**config.mk**
```make
export PLATFORM = sky130hd
export DESIGN_NAME = ioctl_sdram_packer_flat
export DESIGN_NICKNAME = d
export VERILOG_FILES = /design/src/rtl/ioctl_sdram_packer_if.sv /design/src/rtl/ioctl_sdram_packer.sv /design/src/flat_wrapper.sv
export SDC_FILE = /design/constraint.sdc
export NUM_CORES = 1
export LEC_CHECK = 0
export CORE_MARGIN = 2
export CORE_UTILIZATION = 55
export CTS_CLUSTER_DIAMETER = 40
export DETAILED_ROUTE_END_ITERATION = 6
export MAX_ROUTING_LAYER = met4
export PLACE_DENSITY = 0.85
export SYNTH_ARGS = -nofsm -noshare
export SYNTH_HDL_FRONTEND = slang
export SYNTH_SLANG_ARGS = --single-unit
```
**constraint.sdc**
```tcl
create_clock -name clk_sys -period 6.7 [get_ports clk_sys]
set_clock_uncertainty 0.2 [all_clocks]
set_input_delay 1.005 -clock clk_sys [delete_from_list [all_inputs] [get_ports clk_sys]]
set_output_delay 1.005 -clock clk_sys [all_outputs]
set_load 0.005 [all_outputs]
```
**src/rtl/ioctl_sdram_packer_if.sv**
```systemverilog
// Bus bundle between the data_io download port, the packer and SDRAM port.
// master: download source + SDRAM ack side; slave: ioctl_sdram_packer.
interface ioctl_sdram_packer_if #(
    parameter int AW = 25
);
    logic          ioctl_downl;
    logic          ioctl_wr;
    logic [AW-1:0] ioctl_addr;
    logic [7:0]    ioctl_dout;
    logic          ioctl_wait;
    logic [AW-1:0] sdr_addr;
    logic [15:0]   sdr_data;
    logic [1:0]    sdr_be;
    logic          sdr_req;
    logic          sdr_ack;
    logic          busy;
    logic          done;
    logic          overflow;

    modport master (
        output ioctl_downl, ioctl_wr, ioctl_addr, ioctl_dout, sdr_ack,
        input  ioctl_wait, sdr_addr, sdr_data, sdr_be, sdr_req,
        input  busy, done, overflow
    );

    modport slave (
        input  ioctl_downl, ioctl_wr, ioctl_addr, ioctl_dout, sdr_ack,
        output ioctl_wait, sdr_addr, sdr_data, sdr_be, sdr_req,
        output busy, done, overflow
    );
endinterface

```
**src/rtl/ioctl_sdram_packer.sv**
```systemverilog
// Packs the ioctl byte stream into 16-bit words with byte enables,
// buffers them in a FIFO and drains them with a toggle req/ack handshake.
// Ports: clk_sys, reset (async, active high), bus (slave modport):
//   ioctl_* download side, sdr_* SDRAM request side, busy/done/overflow.
module ioctl_sdram_packer #(
    parameter int FIFO_DEPTH  = 8,
    parameter int AW          = 25,
    parameter int WAIT_MARGIN = 2
) (
    input logic                 clk_sys,
    input logic                 reset,
    ioctl_sdram_packer_if.slave bus
);
    localparam int LW = $clog2(FIFO_DEPTH);
    localparam int PW = LW + 1;
    localparam logic [PW-1:0] DEPTH_P = PW'(FIFO_DEPTH);
    localparam logic [PW-1:0] MARGIN_P = PW'(WAIT_MARGIN);

    typedef struct packed {
        logic [AW-1:0] addr;
        logic [15:0]   data;
        logic [1:0]    be;
    } word_t;

    typedef enum logic {S_IDLE, S_WAIT} state_t;

    // Pending even byte
    logic          pb_valid;
    logic [AW-1:0] pb_addr;
    logic [7:0]    pb_data;

    // FIFO
    word_t         mem [FIFO_DEPTH];
    logic [PW-1:0] wptr;
    logic [PW-1:0] rptr;
    logic [PW-1:0] wptr_1;
    logic [PW-1:0] count;
    logic [PW-1:0] free;
    logic [PW-1:0] room;
    logic          empty;
    word_t         head;

    // Engine
    state_t        state;
    state_t        state_n;
    logic          pop;
    logic          ack_s1;
    logic          ack_s2;
    logic          req_q;
    word_t         out_q;

    // Status
    logic          downl_q;
    logic          rise;
    logic          fall;
    logic          wait_q;
    logic          done_q;
    logic          armed;
    logic          ovf_q;
    logic          busy_c;

    // Packer decode
    logic          odd;
    logic          match;
    logic [AW-1:0] addr_even;
    word_t         flush_w;
    word_t         full_w;
    word_t         half_w;
    word_t         w0;
    word_t         w1;
    logic [1:0]    need;
    logic [1:0]    n_push;
    logic          fits;
    logic          pb_load;
    logic          pb_clear;
    logic          drop;

    assign wptr_1 = wptr + PW'(1);
    assign count  = wptr - rptr;
    assign free   = DEPTH_P - count;
    assign empty  = (wptr == rptr);
    assign head   = mem[rptr[LW-1:0]];
    // A pop this cycle frees a slot for a push in the same cycle.
    assign room   = free + PW'(pop);

    assign rise = bus.ioctl_downl & ~downl_q;
    assign fall = ~bus.ioctl_downl & downl_q;

    assign odd       = bus.ioctl_addr[0];
    assign addr_even = {bus.ioctl_addr[AW-1:1], 1'b0};
    assign match     = pb_valid &&
                       (pb_addr == bus.ioctl_addr - AW'(1));

    assign flush_w = '{addr: pb_addr,
                       data: {8'h00, pb_data},
                       be:   2'b01};
    assign full_w  = '{addr: addr_even,
                       data: {bus.ioctl_dout, pb_data},
                       be:   2'b11};
    assign half_w  = '{addr: addr_even,
                       data: {bus.ioctl_dout, 8'h00},
                       be:   2'b10};

    always_comb begin
        need     = 2'd0;
        w0       = flush_w;
        w1       = half_w;
        pb_load  = 1'b0;
        pb_clear = 1'b0;
        if (bus.ioctl_wr) begin
            if (!odd) begin
                need    = pb_valid ? 2'd1 : 2'd0;
                pb_load = 1'b1;
            end else if (match) begin
                need     = 2'd1;
                w0       = full_w;
                pb_clear = 1'b1;
            end else if (pb_valid) begin
                need     = 2'd2;
                pb_clear = 1'b1;
            end else begin
                need = 2'd1;
                w0   = half_w;
            end
        end else if (fall && pb_valid) begin
            need     = 2'd1;
            pb_clear = 1'b1;
        end
        fits   = (room >= PW'(need));
        n_push = fits ? need : 2'd0;
        drop   = ~fits;
    end

    // Pending byte: a rejected byte leaves PB untouched, except that a
    // rejected end-of-download flush has nowhere to go and is discarded.
    always_ff @(posedge clk_sys or posedge reset) begin
        if (reset) begin
            pb_valid <= 1'b0;
            pb_addr  <= '0;
            pb_data  <= '0;
        end else if (fits) begin
            if (pb_load) begin
                pb_valid <= 1'b1;
                pb_addr  <= bus.ioctl_addr;
                pb_data  <= bus.ioctl_dout;
            end else if (pb_clear) begin
                pb_valid <= 1'b0;
            end
        end else if (!bus.ioctl_wr) begin
            pb_valid <= 1'b0;
        end
    end

    always_ff @(posedge clk_sys) begin
        if (n_push != 2'd0) begin
            mem[wptr[LW-1:0]] <= w0;
        end
        if (n_push == 2'd2) begin
            mem[wptr_1[LW-1:0]] <= w1;
        end
    end

    always_ff @(posedge clk_sys or posedge reset) begin
        if (reset) begin
            wptr <= '0;
            rptr <= '0;
        end else begin
            wptr <= wptr + PW'(n_push);
            rptr <= rptr + PW'(pop);
        end
    end

    always_ff @(posedge clk_sys or posedge reset) begin
        if (reset) begin
            ack_s1 <= 1'b0;
            ack_s2 <= 1'b0;
        end else begin
            ack_s1 <= bus.sdr_ack;
            ack_s2 <= ack_s1;
        end
    end

    always_ff @(posedge clk_sys or posedge reset) begin
        if (reset) begin
            state <= S_IDLE;
        end else begin
            state <= state_n;
        end
    end

    // A completed ack in WAIT can launch the next request directly.
    always_comb begin
        state_n = state;
        pop     = 1'b0;
        unique case (state)
            S_IDLE: begin
                if (!empty) begin
                    pop     = 1'b1;
                    state_n = S_WAIT;
                end
            end
            S_WAIT: begin
                if (ack_s2 == req_q) begin
                    if (!empty) begin
                        pop = 1'b1;
                    end else begin
                        state_n = S_IDLE;
                    end
                end
            end
            default: state_n = S_IDLE;
        endcase
    end

    always_ff @(posedge clk_sys or posedge reset) begin
        if (reset) begin
            req_q <= 1'b0;
            out_q <= '0;
        end else if (pop) begin
            req_q <= ~req_q;
            out_q <= head;
        end
    end

    assign busy_c = pb_valid | ~empty | (state == S_WAIT);

    always_ff @(posedge clk_sys or posedge reset) begin
        if (reset) begin
            downl_q <= 1'b0;
            wait_q  <= 1'b0;
            done_q  <= 1'b0;
            armed   <= 1'b0;
            ovf_q   <= 1'b0;
        end else begin
            downl_q <= bus.ioctl_downl;
            wait_q  <= (free <= MARGIN_P);
            done_q  <= 1'b0;
            if (rise) begin
                armed <= 1'b1;
                ovf_q <= 1'b0;
            end else if (armed && !bus.ioctl_downl && !busy_c) begin
                armed  <= 1'b0;
                done_q <= 1'b1;
            end
            if (drop) begin
                ovf_q <= 1'b1;
            end
        end
    end

    assign bus.ioctl_wait = wait_q;
    assign bus.sdr_addr   = out_q.addr;
    assign bus.sdr_data   = out_q.data;
    assign bus.sdr_be     = out_q.be;
    assign bus.sdr_req    = req_q;
    assign bus.busy       = busy_c;
    assign bus.done       = done_q;
    assign bus.overflow   = ovf_q;
endmodule

```
**src/flat_wrapper.sv**
```systemverilog
// flat-port wrapper written by rule: the top's interface ports become plain ports
module ioctl_sdram_packer_flat 
#(
    parameter int FIFO_DEPTH  = 8,
    parameter int AW          = 25,
    parameter int WAIT_MARGIN = 2
)
  (clk_sys, reset, bus_ioctl_downl, bus_ioctl_wr, bus_ioctl_addr, bus_ioctl_dout, bus_sdr_ack, bus_ioctl_wait, bus_sdr_addr, bus_sdr_data, bus_sdr_be, bus_sdr_req, bus_busy, bus_done, bus_overflow);
  ioctl_sdram_packer_if #(.AW(AW)) bus_i ();
  input logic clk_sys;
  input logic reset;
  input wire logic [$bits(bus_i.ioctl_downl)-1:0] bus_ioctl_downl;
  input wire logic [$bits(bus_i.ioctl_wr)-1:0] bus_ioctl_wr;
  input wire logic [$bits(bus_i.ioctl_addr)-1:0] bus_ioctl_addr;
  input wire logic [$bits(bus_i.ioctl_dout)-1:0] bus_ioctl_dout;
  input wire logic [$bits(bus_i.sdr_ack)-1:0] bus_sdr_ack;
  output wire logic [$bits(bus_i.ioctl_wait)-1:0] bus_ioctl_wait;
  output wire logic [$bits(bus_i.sdr_addr)-1:0] bus_sdr_addr;
  output wire logic [$bits(bus_i.sdr_data)-1:0] bus_sdr_data;
  output wire logic [$bits(bus_i.sdr_be)-1:0] bus_sdr_be;
  output wire logic [$bits(bus_i.sdr_req)-1:0] bus_sdr_req;
  output wire logic [$bits(bus_i.busy)-1:0] bus_busy;
  output wire logic [$bits(bus_i.done)-1:0] bus_done;
  output wire logic [$bits(bus_i.overflow)-1:0] bus_overflow;
  assign bus_i.ioctl_downl = bus_ioctl_downl;
  assign bus_i.ioctl_wr = bus_ioctl_wr;
  assign bus_i.ioctl_addr = bus_ioctl_addr;
  assign bus_i.ioctl_dout = bus_ioctl_dout;
  assign bus_i.sdr_ack = bus_sdr_ack;
  assign bus_ioctl_wait = bus_i.ioctl_wait;
  assign bus_sdr_addr = bus_i.sdr_addr;
  assign bus_sdr_data = bus_i.sdr_data;
  assign bus_sdr_be = bus_i.sdr_be;
  assign bus_sdr_req = bus_i.sdr_req;
  assign bus_busy = bus_i.busy;
  assign bus_done = bus_i.done;
  assign bus_overflow = bus_i.overflow;
  ioctl_sdram_packer #(.FIFO_DEPTH(FIFO_DEPTH), .AW(AW), .WAIT_MARGIN(WAIT_MARGIN)) u_core (.clk_sys(clk_sys), .reset(reset), .bus(bus_i));
endmodule
```
==> results of run 1 <==
[area by class of cell]
cell class / instances / area, um^2 / area share [%]
diodes: 2 / 5.00 / 0.0210
clock buffers: 66 / 1460 / 6.12
clock inverters: 36 / 322 / 1.35
inverters: 18 / 70.1 / 0.294
multi-input cells: 928 / 8060 / 33.8
flip-flops and latches: 438 / 11800 / 49.6
well taps: 468 / 586 / 2.46
repair buffers: 160 / 1510 / 6.36
[through the flow]
| stage | setup slack (ns) | hold WS (ns) |
|---|---|---|
| final | 0.439 | 0.180 |
| after global routing | 0.124 | 0.186 |
| after CTS | 0.560 | 0.180 |
| after detailed placement | 0.0522 | 0.174 |
| after global placement | 0.206 | 0.135 |
| after floorplan | -0.384 | 0.131 |
[worst max-delay path, stage by stage]
cell and delay (ns):
clkdlybuf4s50_1 0.51, inv_1 0.10, ha_1 0.19, nor3b_1 0.46
nand3_1 0.21, buf_4 0.21, a2111o_1 0.36, o22ai_2 0.18
nand4_1 0.26, o211ai_2 0.28, nor2b_1 0.21, ha_1 0.15
nand2b_1 0.09, a21oi_1 0.08, and2_1 0.22, or3_1 0.40
or3_1 0.60, o22ai_2 0.24, buf_4 0.46, a22o_1 0.25
[synthesized netlist by cell type (33+ instances only)]
library cell,instances,share of area (%)
edfxtp_1,256,37
a22o_1,192,8.2
nand2_1,103,1.9
clkbuf_1,98,1.8
dfrtp_1,94,11
dfxtp_1,88,8.6
mux4_2,86,9.4
o22ai_1,80,2.4
and2_1,68,2.1
nor2_1,64,1.2
a21oi_1,55,1.3
mux2i_1,45,2.2
mux2_2,33,1.8
[registers in the layout (all words and copies together) (netlist names)]
register               flops
u_core.mem               344
u_core.bus.sdr_addr       25
u_core.pb_addr            25
u_core.bus.sdr_data       16
u_core.pb_data             8
u_core.rptr                4
u_core.wptr                4
u_core.bus.sdr_be          2
u_core.ack_s1              1
u_core.ack_s2              1
u_core.armed               1
u_core.bus.done            1
u_core.bus.ioctl_wait      1
u_core.bus.overflow        1
u_core.bus.sdr_req         1
u_core.downl_q             1
u_core.pb_valid            1
u_core.state               1
[per-layer routing]
layer | up-vias | track usage, % | share of wire, %
met3 | 211 | 5.86 | 10
met4 | 0 | 14.6 | 4.3
met5 | - | - | 0
met2 | 953 | 49.0 | 49
met1 | 7048 | 36.1 | 36
li1 | 6066 | - | -
[cell families after synthesis]
logic type | Yosys count | share of synthesized area, %
flops | 438 | 57.4
compound gates | 391 | 14.8
simple gates | 317 | 7.66
buf+inv | 177 | 3.94
mux | 164 | 13.4
xor+xnor | 40 | 1.77
fa+ha+maj | 16 | 1.05
[power groups by stage]
stage / sequential (mW) / clock, mW / combinational (mW)
after floorplan: 4.01 / 0 / 3.17
after global placement: 4.36 / 0 / 4.09
after detailed placement: 4.42 / 0 / 4.23
after CTS: 4.38 / 2.86 / 4.27
after global routing: 4.49 / 2.98 / 4.64
final: 4.40 / 2.85 / 4.29
[final timing paths]
kind                                                start                                   to  cells after the start
max                                     bus_ioctl_addr[1]          u_core.mem[4][33]$_DFFE_PP_                     20
min reg2reg                       u_core.ack_s1$_DFF_PP0_              u_core.ack_s2$_DFF_PP0_                      0
min in group asynchronous                           reset  u_core.bus.sdr_addr[24]$_DFFE_PP0P_                      2
max in group asynchronous                           reset       u_core.pb_addr[18]$_DFFE_PP0P_                      3
max reg2reg                u_core.pb_addr[20]$_DFFE_PP0P_          u_core.mem[4][33]$_DFFE_PP_                     16
min                               u_core.ack_s1$_DFF_PP0_              u_core.ack_s2$_DFF_PP0_                      0
==> results.yml, run 1 <==
run_status:
  status: "completed"
floorplanning:
  fp-row-count: 70
  boundaryPins: 86
  core-area_um2: 36700
  fp.dieW_um: 197
  start_util_pct: 56.0
  dieHeight_um: 197
  die_area_um2: 38900
power:
  p_per_area_nw_per_um2: 484
  pwr-share-seq_pct: 38.1
  clock_power_share_pct: 24.7
  power.internal_mw: 7.35
  p_switching_mw: 4.18
  p_leak_nw: 8.90
  finalPower_mw: 11.5
  comb_power_share_pct: 37.2
  ir_drop_uv: 456
  power.share.switching_pct: 36.2
global_route:
  track_usage_pct: 30.0
  grt_max_degree: 88
  antenna_found_initial: 1
  grt_pass1_vias: 14800
  overflow: 0
  grt_pass1_wl_um: 85200
finish:
  layoutNonFillerInstCount: 2116
  fillers: 2503
  area_growth_pct: 15.9
  final_common_cell: "edfxtp_1"
  design_area_um2: 23800
  final_util_pct: 64.9
  final_nets: 1654
  layout_common_cells: "edfxtp_1, a22o_1, nand2_1, dfrtp_1, dfxtp_1"
  drive_above_1_share_pct: 19.6
route:
  drtIter0Drc: 1798
  drt-vias-per-instance: 6.75
  routed_wl_um: 55500
  ant_nets: 0
  first_pass_iters: 5
  num_vias: 14300
  drt-wirelength-per-cell_um: 26.2
  remaining_drc_errors: 0
setup_path:
  end_kind: "register"
  path_max_fanout: 33
  criticalPathCategory: "input pin to register"
  worstPathArrival_ns: 6.50
  start_kind: "input pin"
  critical_path_required_ns: 6.94
  rrSetupSlack_ns: 1.33
yosys:
  ys.flop_type: "edfxtp_1"
  yosysWarnings: 0
  synth-edff-count: 256
  synth_seq_area_share_pct: 57.4
  netlist_area_um2: 20600
  avgSynthCellArea_um2: 13.3
  synth.distinct_cells: 63
  synth_fp_nets: 1597
  synthCells: 1543
  synthArstFlopShare_pct: 21.5
  ys_ff_latch: 438
timing:
  min_period_ns: 6.26
  worst_pin_slew_ns: 1.15
  timing.fmax_ghz: 0.160
  tns_ns: 0
  rsz0062_at_grt: "false"
  period_share_pct: 93.4
  hold_violations: 0
  drv_slew: 0
  setup_viol: 0
  slew_headroom_pct: 23.2
clocking:
  clkTransAtPathRegs_ns: 0.06
  cts_resized: 0
  postCtsSetupBuffers: 0
  numCtsBuffers: 54
  htree_levels: 2
  cts_root_buffer: "clkbuf_16"
  cts.path.max_buffers: 3
  hold_buffers: 0
  clk-insertion-delay-late_ns: 0.60
  cts_tree: "done"
  cts_num_sinks: 438
place:
  placedCellCount: 2012
  gp_congestion: 0.985
  hpwl_um: 32200
  portBuffers: 85
  post_dp_cell_area_um2: 22000
worst_hold_path:
  hp-class: "register to register"
job:
  maxCapViolations: 0
No activity file was read; power rests on OpenSTA's default activity.
==> run 2: changes to the inputs <==
--- a/config.mk
+++ b/config.mk
@@ -5,7 +5,7 @@
 export SDC_FILE = /design/constraint.sdc
 export NUM_CORES = 1
 export LEC_CHECK = 0
-export CORE_MARGIN = 2
+export CORE_MARGIN = 10
 export CORE_UTILIZATION = 55
 export CTS_CLUSTER_DIAMETER = 40
 export DETAILED_ROUTE_END_ITERATION = 6
==> run 2 against run 1 <==
- utilization is 0.22 points lower
- first-iteration DRC count is 9.3% higher
- final area hardly changed
- total power hardly changed
- wire length is 0.45% higher
- hold slack worse by 0.034 ns
- flip-flop and latch count stayed put
- via count is 0.18% higher
- largest cell class unchanged
==> results.yml, run 2 (same netlist as run 1, synthesis figures left out) <==
timing:
  setup_viol: 0
  timing.fmax_ghz: 0.163
  whs_ns: 0.146
  fin_ws_ns: 0.547
  hold_violations: 0
  min_period_ns: 6.15
  period_share_pct: 91.8
  drv_slew: 0
  tns_ns: 0
  worst_pin_slew_ns: 1.33
  slew_headroom_pct: 10.7
  rsz0062_at_grt: "false"
floorplanning:
  dieHeight_um: 213
  start_util_pct: 55.9
  fp-row-count: 70
  fp.dieW_um: 213
  boundaryPins: 86
  die_area_um2: 45500
  core-area_um2: 36800
route:
  drt-vias-per-instance: 6.77
  remaining_drc_errors: 0
  num_vias: 14300
  drtIter0Drc: 1965
  drt-wirelength-per-cell_um: 26.4
  routed_wl_um: 55700
  ant_nets: 0
  first_pass_iters: 6
global_route:
  antenna_found_initial: 2
  grt_pass1_wl_um: 86000
  overflow: 0
  grt_pass1_vias: 14700
  grt_max_degree: 89
  track_usage_pct: 25.4
place:
  hpwl_um: 33100
  dp_slack_ns: 0.106
  portBuffers: 85
  gp_congestion: 0.952
  placedCellCount: 2012
  post_dp_cell_area_um2: 22000
setup_path:
  worstRegToRegCells: 16
  start_kind: "input pin"
  end_kind: "register"
  criticalPathCategory: "input pin to register"
  path_max_fanout: 23
  critical_path_required_ns: 6.96
  worstPathArrival_ns: 6.41
clocking:
  cts_root_buffer: "clkbuf_16"
  postCtsSetupBuffers: 0
  htree_levels: 2
  cts_tree: "done"
  cts_num_sinks: 438
  cts.path.max_buffers: 3
  numCtsBuffers: 53
  hold_buffers: 0
  clk-insertion-delay-late_ns: 0.61
  clkTransAtPathRegs_ns: 0.06
  cts_resized: 0
finish:
  final_nets: 1653
  area_growth_pct: 15.7
  largest_register_ffs: 344
  design_area_um2: 23800
  final_common_cell: "edfxtp_1"
  layoutNonFillerInstCount: 2114
  drive_above_1_share_pct: 19.6
  layout_common_cells: "edfxtp_1, a22o_1, nand2_1, dfrtp_1, dfxtp_1"
power:
  p_leak_nw: 8.93
  ir_drop_uv: 264
  p_per_area_nw_per_um2: 485
run_status:
  status: "completed"
worst_hold_path:
  hold_depth: 0
  hp-class: "register to register"
job:
  maxCapViolations: 0
[run 2: changes by cell type in the layout (fill, tap and decap cells not counted), moves of 2 or more]
cell / previous run / this run
clkinv_8: 2 / 5
inv_8: 1 / 3
bufinv_16: 2 / 0
clkinvlp_4: 5 / 0
buf_12: 8 / 5
inv_6: 7 / 4
clkbuf_8: 4 / 7
clkinv_1: 6 / 2
buf_4: 67 / 70
[run 2: path summary, 6_finish.rpt]
| check | startpoint | to | slack [ns] |
|---|---|---|---|
| hold reg to reg | u_core.ack_s1$_DFF_PP0_ | u_core.ack_s2$_DFF_PP0_ | 0.15 |
| setup reg to reg | u_core.pb_addr[6]$_DFFE_PP0P_ | u_core.mem[0][41]$_DFFE_PP_ | 1.39 |
| max in group asynchronous | reset | u_core.pb_addr[20]$_DFFE_PP0P_ | 4.45 |
| min in group asynchronous | reset | u_core.bus.sdr_be[1]$_DFFE_PP0P_ | 0.75 |
| hold / removal | u_core.ack_s1$_DFF_PP0_ | u_core.ack_s2$_DFF_PP0_ | 0.15 |
| setup / recovery | bus_ioctl_addr[0] | u_core.mem[0][41]$_DFFE_PP_ | 0.55 |
[run 2: metrics by stage]
step           power (mW)  utilization (%)
2_1_floorplan        7.18                -
3_3_place_gp         8.46             59.8
3_5_place_dp         8.64             59.8
4_1_cts              11.5             64.7
5_1_grt              12.1             64.7
6_report             11.5             64.7
[run 2: layout make-up]
| cell class | instances | area (um^2) |
|---|---|---|
| Sequential cell | 438 | 11800 |
| Tap cell | 468 | 586 |
| Multi-Input combinational cell | 928 | 8060 |
| Timing Repair Buffer | 160 | 1480 |
| Antenna cell | 2 | 5.00 |
| Fill cell | 2574 | 13000 |
| Clock buffer | 72 | 1530 |
| Inverter | 18 | 70.1 |
| Clock inverter | 28 | 262 |
[run 2: critical path, cell delays in order]
cell	delay (ns)
clkdlybuf4s50_1	0.44
inv_1	0.10
ha_1	0.24
or3b_2	0.50
a211oi_1	0.22
o221a_2	0.21
o211ai_1	0.09
or4_4	0.57
o211ai_2	0.25
nor2b_1	0.18
ha_1	0.14
nand2b_1	0.09
a21oi_1	0.08
and2_1	0.24
nor3_1	0.38
nand2_1	0.15
o22ai_2	0.79
buf_4	0.52
a22o_1	0.20
[run 2: routing by layer]
metal	share of wire [%]	wire, um	vias up	track usage [%]
li1	-	-	6072	-
met3	11	6210	185	5.40
met4	3.6	2020	0	10.4
met2	49	27300	1050	40.8
met1	36	20200	6996	30.8
met5	0	0	-	-
[run 2: power by group]
| group | leakage [nW] | switching (mW) | internal [mW] |
|---|---|---|---|
| Clock | 0.890 | 1.20 | 1.65 |
| Sequential | 4.31 | 0.607 | 3.72 |
| Combinational | 3.73 | 2.40 | 1.96 |
| Total | 8.93 | 4.21 | 7.33 |
==> run 3: changes to the inputs <==
--- a/config.mk
+++ b/config.mk
@@ -11,6 +11,7 @@
 export DETAILED_ROUTE_END_ITERATION = 6
 export MAX_ROUTING_LAYER = met4
 export PLACE_DENSITY = 0.85
+export SKIP_LAST_GASP = 1
 export SYNTH_ARGS = -nofsm -noshare
 export SYNTH_HDL_FRONTEND = slang
 export SYNTH_SLANG_ARGS = --single-unit
==> results of run 3 <==
Final layout, timing and power as in run 2 (identical DEF).
